===== src/rtl/freq_pkg.sv =====
// -----------------------------------------------------------------------------
// freq_pkg
// Shared types and helpers for the pulse period meter.
//   meter_state_e : measurement FSM states
//   CNT_W_DEF     : default counter / period width
//   in_window()   : inclusive unsigned window test used for period classification
// -----------------------------------------------------------------------------
package freq_pkg;

    typedef enum logic [1:0] {
        IDLE       = 2'd0,
        WAIT_FIRST = 2'd1,
        MEASURE    = 2'd2
    } meter_state_e;

    localparam int CNT_W_DEF = 33;

    // True when centre-tol <= val <= centre+tol. The lower bound clamps at
    // zero so that a tolerance larger than the centre cannot underflow.
    function automatic logic in_window(input logic [63:0] val,
                                       input logic [63:0] centre,
                                       input logic [63:0] tol);
        logic [63:0] lo_s;
        logic [63:0] hi_s;
        if (centre >= tol) begin
            lo_s = centre - tol;
        end else begin
            lo_s = 64'd0;
        end
        hi_s = centre + tol;
        return (val >= lo_s) && (val <= hi_s);
    endfunction

endpackage


===== src/rtl/pulse_edge_detect.sv =====
// -----------------------------------------------------------------------------
// pulse_edge_detect
// Registered rising-edge detector. A level held high for several cycles
// produces a single one-cycle pulse on rise, one cycle after the edge.
//   clk  : system clock
//   rst  : synchronous, active-high reset
//   din  : level input, synchronous to clk
//   rise : one-cycle strobe, registered, for each 0->1 transition of din
// -----------------------------------------------------------------------------
module pulse_edge_detect (
    input  logic clk,
    input  logic rst,
    input  logic din,
    output logic rise
);

    logic din_d_r;
    logic rise_r;

    // Delay the input by one cycle and register the edge strobe.
    always_ff @(posedge clk) begin
        if (rst) begin
            din_d_r <= 1'b0;
            rise_r  <= 1'b0;
        end else begin
            din_d_r <= din;
            rise_r  <= din & ~din_d_r;
        end
    end

    assign rise = rise_r;

endmodule


===== src/rtl/pulse_period_meter.sv =====
// -----------------------------------------------------------------------------
// pulse_period_meter
// Measures the number of clock cycles between consecutive ticks of a
// single-cycle time-base pulse, classifies the period as ~1 s / ~2 s, and
// raises a one-cycle timeout strobe when ticks stop arriving.
//
// Optional build macro: PULSE_EDGE_DET_EN
//   defined   : pulse_in passes through pulse_edge_detect, only rising edges
//               count as ticks (fixed +1 cycle latency, periods unaffected)
//   undefined : every cycle with pulse_in high is a tick
//
// Ports:
//   clk             : system clock
//   rst             : synchronous, active-high reset
//   enable          : measurement enable; low forces IDLE
//   pulse_in        : tick input, synchronous to clk
//   period_out      : last measured period in cycles
//   period_valid    : one-cycle strobe, period_out/is_1s/is_2s just updated
//   is_1s           : last period within CLK_FREQ +/- TOL
//   is_2s           : last period within 2*CLK_FREQ +/- TOL
//   timeout         : one-cycle strobe, no tick for TIMEOUT cycles
//   state_measuring : high while in MEASURE
// -----------------------------------------------------------------------------
module pulse_period_meter
    import freq_pkg::*;
#(
    parameter int CLK_FREQ = 100000000,
    parameter int TOL      = 2,
    parameter int TIMEOUT  = 3 * CLK_FREQ,
    parameter int CNT_W    = CNT_W_DEF
) (
    input  logic             clk,
    input  logic             rst,
    input  logic             enable,
    input  logic             pulse_in,
    output logic [CNT_W-1:0] period_out,
    output logic             period_valid,
    output logic             is_1s,
    output logic             is_2s,
    output logic             timeout,
    output logic             state_measuring
);

    localparam logic [CNT_W-1:0] TIMEOUT_C  = CNT_W'(TIMEOUT);
    localparam logic [63:0]      CENTRE_1S  = 64'(CLK_FREQ);
    localparam logic [63:0]      CENTRE_2S  = 64'(CLK_FREQ) * 64'd2;
    localparam logic [63:0]      TOL_C      = 64'(TOL);

    logic             tick_s;

    meter_state_e     state_r,  state_s;
    logic [CNT_W-1:0] cnt_r,    cnt_s;
    logic [CNT_W-1:0] period_r, period_s;
    logic             valid_r,  valid_s;
    logic             is_1s_r,  is_1s_s;
    logic             is_2s_r,  is_2s_s;
    logic             tmo_r,    tmo_s;

`ifdef PULSE_EDGE_DET_EN
    pulse_edge_detect u_edge_detect (
        .clk  (clk),
        .rst  (rst),
        .din  (pulse_in),
        .rise (tick_s)
    );
`else
    assign tick_s = pulse_in;
`endif

    // Next-state, counter and output-register logic of the measurement FSM.
    always_comb begin
        state_s  = state_r;
        cnt_s    = cnt_r;
        period_s = period_r;
        is_1s_s  = is_1s_r;
        is_2s_s  = is_2s_r;
        valid_s  = 1'b0;
        tmo_s    = 1'b0;

        if (!enable) begin
            // Disabling abandons any measurement; results keep their values.
            state_s = IDLE;
            cnt_s   = '0;
        end else begin
            case (state_r)
                IDLE: begin
                    state_s = WAIT_FIRST;
                end
                WAIT_FIRST: begin
                    if (tick_s) begin
                        cnt_s   = CNT_W'(1);
                        state_s = MEASURE;
                    end else begin
                        cnt_s = cnt_r;
                    end
                end
                MEASURE: begin
                    // A tick on the timeout cycle is still a valid measurement.
                    if (tick_s) begin
                        period_s = cnt_r;
                        is_1s_s  = in_window(64'(cnt_r), CENTRE_1S, TOL_C);
                        is_2s_s  = in_window(64'(cnt_r), CENTRE_2S, TOL_C);
                        valid_s  = 1'b1;
                        cnt_s    = CNT_W'(1);
                    end else if (cnt_r == TIMEOUT_C) begin
                        tmo_s   = 1'b1;
                        cnt_s   = '0;
                        state_s = WAIT_FIRST;
                    end else begin
                        cnt_s = cnt_r + CNT_W'(1);
                    end
                end
                default: begin
                    state_s = IDLE;
                    cnt_s   = '0;
                end
            endcase
        end
    end

    // State, counter and output registers with synchronous reset.
    always_ff @(posedge clk) begin
        if (rst) begin
            state_r  <= IDLE;
            cnt_r    <= '0;
            period_r <= '0;
            valid_r  <= 1'b0;
            is_1s_r  <= 1'b0;
            is_2s_r  <= 1'b0;
            tmo_r    <= 1'b0;
        end else begin
            state_r  <= state_s;
            cnt_r    <= cnt_s;
            period_r <= period_s;
            valid_r  <= valid_s;
            is_1s_r  <= is_1s_s;
            is_2s_r  <= is_2s_s;
            tmo_r    <= tmo_s;
        end
    end

    assign period_out      = period_r;
    assign period_valid    = valid_r;
    assign is_1s           = is_1s_r;
    assign is_2s           = is_2s_r;
    assign timeout         = tmo_r;
    assign state_measuring = (state_r == MEASURE);

endmodule


===== config.mk =====
export PLATFORM = sky130hd
export DESIGN_NAME = pulse_period_meter
export DESIGN_NICKNAME = d
export VERILOG_FILES = /design/src/rtl/freq_pkg.sv /design/src/rtl/pulse_edge_detect.sv /design/src/rtl/pulse_period_meter.sv
export SDC_FILE = /design/constraint.sdc
export NUM_CORES = 1
export LEC_CHECK = 0
export ABC_CLOCK_PERIOD_IN_PS = 5260
export BUFFER_PORTS_ARGS = -buffer_cell sky130_fd_sc_hd__buf_2
export CAP_MARGIN = 20
export CELL_PAD_IN_SITES_DETAIL_PLACEMENT = 0
export CELL_PAD_IN_SITES_GLOBAL_PLACEMENT = 1
export CORE_MARGIN = 3
export CORE_UTILIZATION = 46
export DETAILED_ROUTE_END_ITERATION = 8
export GPL_TIMING_DRIVEN = 0
export PLACE_DENSITY_LB_ADDON = 0.1
export SYNTH_ARGS = -nofsm -noshare
export SYNTH_HDL_FRONTEND = slang
export SYNTH_SLANG_ARGS = --single-unit
export TNS_END_PERCENT = 20

===== constraint.sdc =====
create_clock -name clk -period 5.26 [get_ports clk]
set_clock_uncertainty 0.05 [all_clocks]
set_input_delay 0.263 -clock clk [delete_from_list [all_inputs] [get_ports clk]]
set_output_delay 0.263 -clock clk [all_outputs]
set_load 0.02 [all_outputs]

==> flow_metrics.tcl <==
set metrics [dict create \
    status "complete, no violations" \
    cts_root_buf "clkbuf_8" \
    clock_path_buffers 2 \
    dp_cells 564 \
    htreeDepth 3 \
    path_clk_slew_ns 0.08 \
    maxSlewHeadroom_pct 51.1 \
    synth_top_area_share_pct 42.5 \
    r2r-start "state_r[1]" \
    wire_per_inst_microns 14.0 \
    synthTopCellsByArea "dfxtp_1, nand2_1, a21oi_1" \
    die_h_microns 91.8 \
    wl_microns 8100 \
    synthXorXnorAreaFrac_pct 5.69 \
    path_class "flip-flop to flip-flop" \
    synth_compound_area_share_pct 12.9 \
    ant_nets 0 \
    boundaryPins 42 \
    ys.warnings.count 0 \
    antenna_found_initial 0 \
    synthMuxAreaShare_pct 0.332 \
    io_buffer_count 41 \
    ys_seq_elements 72 \
    r2r_slack_ns 2.63 \
    overflow 0 \
    rsz0062_at_grt "false" \
    power_density_nw_per_um2 280 \
    setup-tns-final_ns 0 \
    nets 490 \
    synth.avg_cell_area_sq_um 7.94 \
    worstSkewPairLatency_ns 0.35 \
    required_ns 5.49 \
    critPathMaxFanout 10 \
    dpl.hpwl_microns 5910 \
    yosys.area_share.simple_pct 30.6 \
    synth_top_cell_by_area "dfxtp_1" \
    critPathArrivalTime_ns 2.86 \
    grt_pass1_wl_microns 13700 \
    worstHoldPathCells 2 \
    cts_buffers 9 \
    worstMarginPinSlew_ns 0.728 \
    synth_fa_ha_area_share_pct 2.58 \
    grt_max_degree 13 \
    firstDrtPassIters 4 \
    hold_viol 0 \
    dieArea_sq_um 8430 \
    postPlaceCellArea_sq_um 3710 \
    syn_inst 427 \
    drv_slew 0 \
    via_count 3149 \
    finalCritPeriodShare_pct 50.0 \
    num_rows 30 \
    syn_nets 438 \
    ir_drop_mv 0.210 \
    drive_gt1_share_pct 14.3 \
    start_kind "flip-flop" \
    max_cap_violations 0 \
    cts_tree "yes" \
    post-route-min-period_ns 2.63 \
    track_usage_pct 20.2 \
    r2r_cells 8 \
    design_area_sq_um 3920 \
    stdcell_count 579 \
    end_kind "flip-flop" \
    synth_cell_type_count 42 \
    antennaDiodeCount 0 \
    synth_top_family_by_area "simple AND/OR/NAND/NOR gates" \
    hold_start "pulse_in" \
    clock-sinks 72 \
    clock.fmax_mhz 380 \
    core_area_sq_um 6980 \
    grt_pass1_vias 2847 \
    routed_via_density 5.44 \
    cts_resized 0 \
    regToRegEndpoint "cnt_r[32]" \
    hold_end "timeout" \
    p_leak_nw 1.41 \
    syn-cell-area_sq_um 3390 \
    post_cts_buffers 0 \
    ys_seq_area_share_pct 42.5 \
    hold_buffers 0 \
    place_congestion 0.881 \
    drt_drc_violations_left 0 \
    die_width_microns 91.8 \
    finalSetupViolCount 0 \
    initial_core_util_pct 48.5 \
    fillers 706 \
    area_growth_pct 15.7 \
    min_path_type "primary input to flip-flop" \
    drtIter0Drc 159 \
]
-- synth_stat cells --
| library cell | number |
|---|---|
| a31oi_1 | 2 |
| clkbuf_1 | 22 |
| a32oi_1 | 1 |
| nor3_4 | 1 |
| o22ai_1 | 1 |
| nor4_1 | 6 |
| nor4_2 | 1 |
| a21oi_1 | 46 |
| buf_6 | 3 |
| and4_1 | 2 |
| nand2b_1 | 2 |
| nor2_1 | 38 |
| nand4_1 | 19 |
| or3_1 | 7 |
| and2_1 | 2 |
| o31ai_1 | 3 |
| nand3_1 | 20 |
| ha_1 | 7 |
| mux2_2 | 1 |
| nand4b_1 | 4 |
| inv_1 | 9 |
| buf_2 | 6 |
| buf_1 | 1 |
| o211ai_1 | 2 |
| dfxtp_1 | 72 |
| o21ai_0 | 10 |
| a2111oi_0 | 1 |
| nor3_1 | 6 |
| a31oi_4 | 1 |
| o41a_1 | 1 |
| a211oi_1 | 3 |
| and4b_1 | 1 |
| xor2_1 | 19 |
| nor4b_1 | 1 |
| nor2b_1 | 4 |
| xnor2_1 | 3 |
| or4_1 | 8 |
| and3_1 | 9 |
| nand2_1 | 79 |
| o2111ai_1 | 1 |
| a41oi_1 | 1 |
| o31a_1 | 1 |
-- cell usage in the layout (no fill, tap or decap), types with 4 or more instances in the layout --
| master | instances |
|---|---|
| nor3_1 | 6 |
| xor2_1 | 19 |
| a21oi_1 | 46 |
| buf_2 | 47 |
| nand4_1 | 19 |
| inv_1 | 9 |
| clkbuf_8 | 9 |
| clkbuf_1 | 22 |
| nor2b_1 | 4 |
| and3_1 | 9 |
| dfxtp_1 | 72 |
| o21ai_0 | 10 |
| nand3_1 | 20 |
| nand2_1 | 79 |
| or4_1 | 8 |
| nor4_1 | 6 |
| ha_1 | 7 |
| nor2_1 | 38 |
| nand4b_1 | 4 |
| or3_1 | 7 |
-- worst max-delay path, stage by stage, from the launching register on --
cell,delay (ns)
dfxtp_1,0.38
inv_1,0.07
ha_1,0.20
nor2b_1,0.13
clkbuf_1,0.22
nor3_4,0.45
nand4_1,0.34
or4_1,0.56
a21oi_1,0.14
-- worst max-delay path by stage --
stage / slack, ns / depth (start not counted) / start / to
2_1_floorplan: 3.00 / 11 / cnt_r[1] / cnt_r[14]
3_3_place_gp: 2.68 / 8 / state_r[1] / cnt_r[32]
3_5_place_dp: 2.63 / 8 / state_r[1] / cnt_r[32]
4_1_cts: 2.61 / 8 / state_r[1] / cnt_r[32]
5_1_grt: 2.43 / 8 / state_r[1] / cnt_r[31]
6_report: 2.63 / 8 / state_r[1] / cnt_r[32]
-- area by class of cell --
| cell class | count | area, sq um | share of cell area, % |
|---|---|---|---|
| clock inverters | 6 | 83.8 | 2.14 |
| inverters | 9 | 33.8 | 0.862 |
| plain buffers | 32 | 150 | 3.83 |
| repair buffers | 41 | 205 | 5.23 |
| multi-input cells | 314 | 1760 | 45.0 |
| clock buffers | 9 | 124 | 3.16 |
| flip-flops and latches | 72 | 1440 | 36.8 |
| well taps | 96 | 120 | 3.06 |
-- stage by stage --
stage | power [mW] | hold WS [ns] | utilization [%] | setup WS, ns
3_5_place_dp | 0.639 | 0.394 | 53.2 | 2.63
5_1_grt | 1.14 | 0.154 | 56.2 | 2.43
3_3_place_gp | 0.638 | 0.388 | 53.2 | 2.68
4_1_cts | 1.11 | 0.123 | 56.2 | 2.61
2_1_floorplan | 0.619 | 0.290 | - | 3.00
6_report | 1.10 | 0.129 | 56.2 | 2.63
-- sequential cells by signal, indices dropped and copies added (netlist names) --
| register | cells |
|---|---|
| period_valid | 1 |
| timeout | 1 |
| period_out | 33 |
| state_r | 2 |
| cnt_r | 33 |
| is_1s | 1 |
| is_2s | 1 |
-- cell families after synthesis --
logic type,count (synthesis)
buf+inv,41
mux,1
fa+ha+maj,7
simple gates,210
xor+xnor,22
flops,72
compound gates,74
-- power by group --
group,switching [mW],total (mW),internal [mW]
registers,0.00321,0.551,0.548
logic,0.0514,0.0752,0.0238
clock network,0.207,0.471,0.263
total,0.262,1.10,0.835
-- per-layer routing --
layer	GRT usage [%]	wire length, microns	up-vias
li1	-	-	1601
met1	26.9	3790	1475
met2	32.3	3810	61
met3	3.28	396	12
met4	9.16	106	0
met5	0	0	-
(Power assumes the default switching activity.)
